--- src/rtl/store_queue.sv ---
// Store queue: holds issued stores until the ROB commits them, drains committed
// stores in order to memory, and forwards store data to younger loads.
module store_queue #(
  parameter int DEPTH = 8,
  parameter int ROB_W = 5
) (
  input  logic             clk,
  input  logic             reset,
  input  logic             alloc_valid,
  input  logic [ROB_W-1:0] alloc_rob_tag,
  input  logic [31:0]      alloc_base,
  input  logic [31:0]      alloc_imm,
  input  logic [31:0]      alloc_data,
  input  logic [1:0]       alloc_size,
  input  logic             retire_valid,
  input  logic [ROB_W-1:0] rob_head,
  input  logic             flush,
  output logic             mem_wr_valid,
  output logic [31:0]      mem_wr_addr,
  output logic [31:0]      mem_wr_data,
  output logic [3:0]       mem_wr_be,
  input  logic             mem_wr_ready,
  input  logic             ld_valid,
  input  logic [31:0]      ld_addr,
  input  logic [1:0]       ld_size,
  output logic             fwd_hit,
  output logic [31:0]      fwd_data,
  output logic             fwd_stall,
  output logic             full,
  output logic             empty,
  output logic [$clog2(DEPTH):0] count,
  output logic             misalign_err
);

  localparam int PW = $clog2(DEPTH);
  localparam int CW = PW + 1;

  // Entry state is implied by position: offsets [0, commit_cnt) from head are
  // COMMITTED, [commit_cnt, count_q) are PENDING, the rest are FREE.
  logic [31:0]      e_addr [DEPTH];
  logic [31:0]      e_data [DEPTH];
  logic [1:0]       e_size [DEPTH];
  logic [ROB_W-1:0] e_tag  [DEPTH];

  logic [PW-1:0] head, tail, head_next, pend_idx;
  logic [CW-1:0] count_q, commit_cnt, commit_next;

  logic [31:0] alloc_addr;
  logic        alloc_legal, alloc_fire, misalign_set;
  logic        commit_fire, drain;
  logic [1:0]  head_off;

  function automatic logic [3:0] size_mask(input logic [1:0] s);
    case (s)
      2'b00:   size_mask = 4'b0001;
      2'b01:   size_mask = 4'b0011;
      default: size_mask = 4'b1111;
    endcase
  endfunction

  assign alloc_addr  = alloc_base + alloc_imm;
  assign alloc_legal = (alloc_size != 2'b11) &&
                       !(alloc_size == 2'b01 && alloc_addr[0]) &&
                       !(alloc_size == 2'b10 && alloc_addr[1:0] != 2'b00);

  assign full  = (count_q == CW'(DEPTH));
  assign empty = (count_q == '0);
  assign count = count_q;

  assign alloc_fire   = alloc_valid & ~full & ~flush & alloc_legal;
  assign misalign_set = alloc_valid & ~full & ~alloc_legal;

  assign pend_idx    = head + commit_cnt[PW-1:0];
  assign commit_fire = retire_valid && (commit_cnt < count_q) && (e_tag[pend_idx] == rob_head);

  assign mem_wr_valid = (commit_cnt != '0);
  assign drain        = mem_wr_valid & mem_wr_ready;
  assign head_off     = e_addr[head][1:0];
  assign mem_wr_addr  = {e_addr[head][31:2], 2'b00};
  assign mem_wr_data  = e_data[head] << {head_off, 3'b000};
  assign mem_wr_be    = 4'(size_mask(e_size[head]) << head_off);

  assign head_next   = head + PW'(drain);
  assign commit_next = commit_cnt + CW'(commit_fire) - CW'(drain);

  always_ff @(posedge clk) begin
    if (!reset) begin
      head         <= '0;
      tail         <= '0;
      count_q      <= '0;
      commit_cnt   <= '0;
      misalign_err <= 1'b0;
    end else begin
      misalign_err <= misalign_set;
      head         <= head_next;
      commit_cnt   <= commit_next;
      if (flush) begin
        // Retire is applied before the squash, so a same-cycle commit survives.
        count_q <= commit_next;
        tail    <= head_next + commit_next[PW-1:0];
      end else begin
        count_q <= count_q + CW'(alloc_fire) - CW'(drain);
        tail    <= tail + PW'(alloc_fire);
      end
    end
  end

  always_ff @(posedge clk) begin
    if (alloc_fire) begin
      e_addr[tail] <= alloc_addr;
      e_data[tail] <= alloc_data;
      e_size[tail] <= alloc_size;
      e_tag[tail]  <= alloc_rob_tag;
    end
  end

  logic [3:0]    ld_mask, f_mask, f_ov;
  logic [PW-1:0] f_idx;
  logic          fwd_any, fwd_part;
  logic [31:0]   fwd_sel, ld_ext;

  // Scan oldest to youngest so the last overlapping entry seen is the youngest.
  always_comb begin
    fwd_any  = 1'b0;
    fwd_part = 1'b0;
    fwd_sel  = '0;
    f_idx    = '0;
    f_mask   = '0;
    f_ov     = '0;
    ld_mask  = 4'(size_mask(ld_size) << ld_addr[1:0]);
    for (int i = 0; i < DEPTH; i++) begin
      f_idx  = head + PW'(i);
      f_mask = 4'(size_mask(e_size[f_idx]) << e_addr[f_idx][1:0]);
      f_ov   = f_mask & ld_mask;
      if ((CW'(i) < count_q) && (e_addr[f_idx][31:2] == ld_addr[31:2]) && (f_ov != 4'b0000)) begin
        fwd_any = 1'b1;
        if (f_ov != ld_mask) fwd_part = 1'b1;
        fwd_sel = (e_data[f_idx] << {e_addr[f_idx][1:0], 3'b000}) >> {ld_addr[1:0], 3'b000};
      end
    end
  end

  always_comb begin
    case (ld_size)
      2'b00:   ld_ext = 32'h0000_00FF;
      2'b01:   ld_ext = 32'h0000_FFFF;
      default: ld_ext = 32'hFFFF_FFFF;
    endcase
  end

  assign fwd_stall = ld_valid & fwd_part;
  assign fwd_hit   = ld_valid & fwd_any & ~fwd_part;
  assign fwd_data  = fwd_hit ? (fwd_sel & ld_ext) : 32'h0;

endmodule

--- config.mk ---
export PLATFORM = sky130hd
export DESIGN_NAME = store_queue
export DESIGN_NICKNAME = d
export VERILOG_FILES = /design/src/rtl/store_queue.sv
export SDC_FILE = /design/constraint.sdc
export NUM_CORES = 2
export LEC_CHECK = 0
export BUFFER_PORTS_ARGS = -buffer_cell sky130_fd_sc_hd__buf_2
export CAP_MARGIN = 0
export CELL_PAD_IN_SITES_DETAIL_PLACEMENT = 1
export CELL_PAD_IN_SITES_GLOBAL_PLACEMENT = 1
export CORE_MARGIN = 2
export CORE_UTILIZATION = 46
export DETAILED_ROUTE_END_ITERATION = 6
export GPL_TIMING_DRIVEN = 0
export PLACE_DENSITY = 0.75
export SYNTH_ARGS = -nofsm -noshare
export SYNTH_HDL_FRONTEND = slang
export SYNTH_SLANG_ARGS = --single-unit
--- constraint.sdc ---
create_clock -name clk -period 8.1 [get_ports clk]
set_input_delay 0.81 -clock clk [delete_from_list [all_inputs] [get_ports clk]]
set_output_delay 0.81 -clock clk [all_outputs]
set_load 0.02 [all_outputs]
==> results of run 1 <==
## layer usage
layer	GRT overflow	track usage [%]
met1	13	79.8
met4	48	61.0
met3	11	65.9
met5	1	51.0
met2	34	86.1
## per-stage QoR
stage / utilization (%) / cell area [um^2] / instances
after floorplan: - / 53000 / 4982
after global placement: 49.1 / 56100 / 6739
after detailed placement: 49.7 / 56900 / 6781
after CTS: 53.1 / 60700 / 6917
## cells by family after synthesis
kind of cell | Yosys count
AO/OA/AOI/OAI | 1150
XOR/XNOR | 207
adder cells (fa/ha/maj) | 59
buffers and inverters | 514
flip-flops | 583
multiplexers | 983
other | 1
AND/OR/NAND/NOR | 1484
## synthesized netlist by cell type, drive strengths merged (54+ instances only)
library cell,number,share of area [%]
edfxtp,568,32
a21oi,326,3.1
inv,81,0.57
o22ai,71,0.84
o21ai,221,2.1
mux2i,355,6.7
nor3,58,0.55
and3,57,0.67
buf,238,2.5
ha,54,1.3
mux4,522,22
nand3,105,0.99
nand2,653,4.6
a22oi,67,0.95
a211oi,67,0.95
xnor2,171,2.8
nand2b,55,0.65
mux2,106,2.3
clkbuf,184,1.3
nor2,369,2.6
## repair_timing
item	4_1_cts
gates resized for setup	362
setup endpoints to repair	37
pin swaps	24
setup buffers	30
==> results.md, run 1 <==
* Yosys reg bits at 583
* Synthesized cell area at approximately 53000 um^2
* Clk buf depth at 3
* Initial core utilization at 46.4%
* Cts hold-fix bufs at 0
* GP Congestion at 1.18
* Syn Inst Count at 4981
* Combinational family with the most area after synthesis: multiplexers
* Distinct cell type count of the synthesized netlist at 94
* Total grt overflow at 107
* Chip width at around 340 um
* Status: stopped before the end
* Post-synth ARST share at 0%
* Stop stage: 5_1_grt
* # rows at between 100 and 150
* YS warnings at 0
* Post-synth EDFFs at 568
* Register area share after synthesis at 32.7%
* DP Worst Slack at -2.65 ns
* Die H at roughly 340 um
* # H-tree levels at 2
* I/O pin count at 259
* Num CTS Buffers at 58
* Largest net degree at the start of global routing at 25
* # port buffers at 245
* CTS Sinks at 583
* Worst_ep kind: register data pin
* Ys flop type: edfxtp_1
* Hpwl dp at slightly below 300 mm
* GRT Overall Usage at 75.2%
* Mux cell area share after synthesis at slightly above 30%
* XOR/XNOR Fraction of Synth Area at roughly 3.4%
* Worst EP post-GRT repair: tail[2]$_SDFF_PN0_/D
* Post-Synth Simple-Gate Area at 12.6%
* Syn Area/Cell at 10.6 um^2
* Error msg: [ERROR GRT-0232] Routing congestion too high. Check the congestion heatmap in the GUI.
* Clock root cell: clkbuf_16
* Synth Area in Compound Gates at 14.2%
* Post-synthesis adder-cell area fraction at under 10%
==> run 2: changes to the inputs <==
- CELL_PAD_IN_SITES_DETAIL_PLACEMENT: 1 -> not set
- CELL_PAD_IN_SITES_GLOBAL_PLACEMENT: 1 -> not set
- CORE_UTILIZATION: 46 -> 40
- PLACE_DENSITY: 0.75 -> not set
- PLACE_DENSITY_LB_ADDON: not set -> 0.15
- clock period: 8.1 -> 10.53 ns (I/O delays scaled with it)
==> results.md, run 2 <==
* Area delta synth->final at 13.9%
* Syn Area/Cell at 10.6 um^2 (unchanged)
* Yosys top cell area share at 32.2% (unchanged)
* CTS Sinks at 583 (unchanged)
* Leading area contributor after synthesis: edfxtp_1 (unchanged)
* Count leader, synth: nand2_1 (unchanged)
* Initial antenna violation count at 27
* Cts hold-fix bufs at 0 (unchanged)
* Status: complete, but fails checks (was stopped before the end)
* DIE AREA at 135000 um^2
* Post-synth EDFFs at 568 (unchanged)
* Clock latency at the later pin of the worst-skew pair at 0.69 ns
* Worst slew pin tran at roughly 1.7 ns
* Period utilization at 101%
* GRT Overall Usage at 50.9%
* P_int at 8.62 mW
* Req. time, crit path at ~9.5 ns
* HP Class: in2reg
* Top area cells in the synthesized netlist: edfxtp_1, mux4_2, mux2i_1 (unchanged)
* Pwr dens at 354 nW/um^2
* Most instantiated cells after synthesis: nand2_1, edfxtp_1, mux4_2 (unchanged)
* # DRC at 30
* Largest registers: e_addr: 256 flops, e_data: 256 flops, e_tag: 40 flops
* 1st-iter DRT viols at 11900
* Routed vias at roughly 55000
* WL/cell at 49.3 um
* YS warnings at 0 (unchanged)
* DP Worst Slack at -0.614 ns (was -2.65 ns)
* # H-tree levels at 3 (was 2)
* Finished Layout Cells at just over 7000
* Nets at between 5000 and 6000
* Clock slew at reported path FFs at ~0.060 ns
* CP startpoint kind: flip-flop
* Maxcap violations at 4
* Max_slew headroom at -12.2%
* Final worst slack at -0.0914 ns
* Post-CTS Setup Inserts at 0 (was 30)
* CTS tree: yes
* Worst R2R Start: head[2]
* Num CTS Buffers at 71 (was 58)
* Pre-antenna DRT Iters at 7
* Clk_skew at 0.0367 ns
* # setup viols final at 8
* Initial core utilization at 40.3% (was 46.4%)
* WL final at ~350 mm
* Final Hold Fails at 0
* Sequential fraction of design power at approximately an eighth
* Power consumption at about 21 mW
* Synthesized cell area at 53000 um^2 (unchanged)
* # rows at 133 (was 124)
* Via density at around 7.6
* Slew Viols, Final at 36
* Global-route wire length before repair at 459 mm
* Largest net degree at the start of global routing at 23
* # port buffers at 245 (unchanged)
* Core ar. at between 100000 and 150000 um^2
* Vias in the first global route at around 48000
* Worst vdd ir at 175 uV
* Fmax at ~94 MHz
* Hold Startpoint: alloc_rob_tag[0]
* Combinational share of power at 74.5%
* Distinct cell type count of the synthesized netlist at 94 (unchanged)
* Post-synth ARST share at 0% (unchanged)
* Clock power frac at 12.4%
* Worst path slowest cell: a21oi_1
* Ys flop type: edfxtp_1 (unchanged)
* Die H at 368 um (was 343 um)
* Crit-path max cell delay at 0.70 ns
* Failing checks: DRC, capacitance limit, slew limit, setup timing
* Worst Setup SP: head[0]
* Hpwl dp at 286 mm (was 294 mm)
* Clk buf depth at 3 (unchanged)
* Commonest cells after routing, fill and taps aside: nand2_1, edfxtp_1, mux4_2, nor2_1, mux2i_1
* CP arrival at approximately 9.6 ns
* Max FO, Critical Path at 22
* Commonest non-fill, non-tap cell in the layout: nand2_1
* Switching power total at roughly 13 mW
* GP Congestion at 1.20 (was 1.18)
* CP Capture Type: output pin
* Clock root cell: clkbuf_16 (unchanged)
* Tmin final at 10.62 ns
* Total grt overflow at 0
* Syn Inst Count at 4981 (unchanged)
* Layout cell share with drive strength beyond 1 at 24.6%
* Min Hold Slack at 0.590 ns
* Routed Antenna Nets at 0
* Register area share after synthesis at 32.7% (unchanged)
* Sw frac at 59.7%
* Yosys reg bits at 583 (unchanged)
* WS Path Type: reg2out
* RSZ-0062 raised after global routing: false
* I/O pin count at 259 (unchanged)
* Placed cells at 7037 (was 6781)
* Chip width at 368 um (was 343 um)
* Leakage at 20.7 nW
-- run 2: cell counts after synthesis --
Identical to the previous run, type by type.
-- run 2: power by group through the flow --
stage	Sequential (mW)	Clock, mW	Combinational [mW]
floorplan	2.80	0	7.73
global placement	2.85	0	14.2
detailed placement	2.83	0	14.2
CTS	2.78	2.65	14.3
global route	2.79	2.74	15.5
finish	2.78	2.66	15.9
-- run 2: area by class of cell --
cell class / instances / area [um^2]
tap: 1755 / 2200
inverter: 92 / 345
clock inverter: 44 / 663
clock buffer: 85 / 1860
fill: 12500 / 71100
antenna: 27 / 67.6
timing repair buffer: 300 / 2110
sequential: 583 / 17400
buffer: 420 / 2080
multi-input combinational: 3885 / 33700
-- run 2: path summary, 6_finish.rpt --
path,to,slack (ns),cells past startpoint
max reg2reg,tail[2],1.54,23
min,e_tag[7][0],0.59,1
min reg2reg,tail[0],0.66,3
max,fwd_data[19],-0.09,26
-- run 2: critical path, delay by kind of cell (launching register included) --
family	cells	cell delay, ns
buffers and inverters	15	4.88
AO/OA/AOI/OAI	7	1.90
multiplexers	3	1.02
flip-flops	1	0.47
adder cells (fa/ha/maj)	1	0.43
-- run 2: repair_timing --
item	CTS	global route
endpoints found under the setup margin	33	32
resized for setup	42	53
hold endpoints to repair	0	0
-- run 2: per-stage QoR --
step	TNS, ns	util, %	instance area [um^2]
2_1_floorplan	0	-	53000
3_3_place_gp	-1574.34	42.9	56400
3_5_place_dp	-5.50	43.7	57500
4_1_cts	-0.0144	45.7	60100
5_1_grt	0	45.9	60300
6_report	-0.415	45.9	60400
-- run 2: layer usage --
metal	routed length, um	vias to the layer above	GRT usage (%)
met2	130000	5907	63.7
met1	138000	27600	69.5
met5	1070	-	2.67
met4	15400	24	16.8
li1	-	20300	-
met3	70400	919	32.8
-- run 2: logic make-up after synthesis --
kind of cell | after synthesis | share of synthesized area [%]
AOI/OAI and AO/OA | 1150 | 14.2
xor gates and xnor gates | 207 | 3.43
adders and majority gates | 59 | 1.46
buffers and inverters | 514 | 4.47
DFF | 583 | 32.7
muxes | 983 | 31.1
other | 1 | 0.00707
and+or+nand+nor | 1484 | 12.6
(Power assumes the default switching activity.)
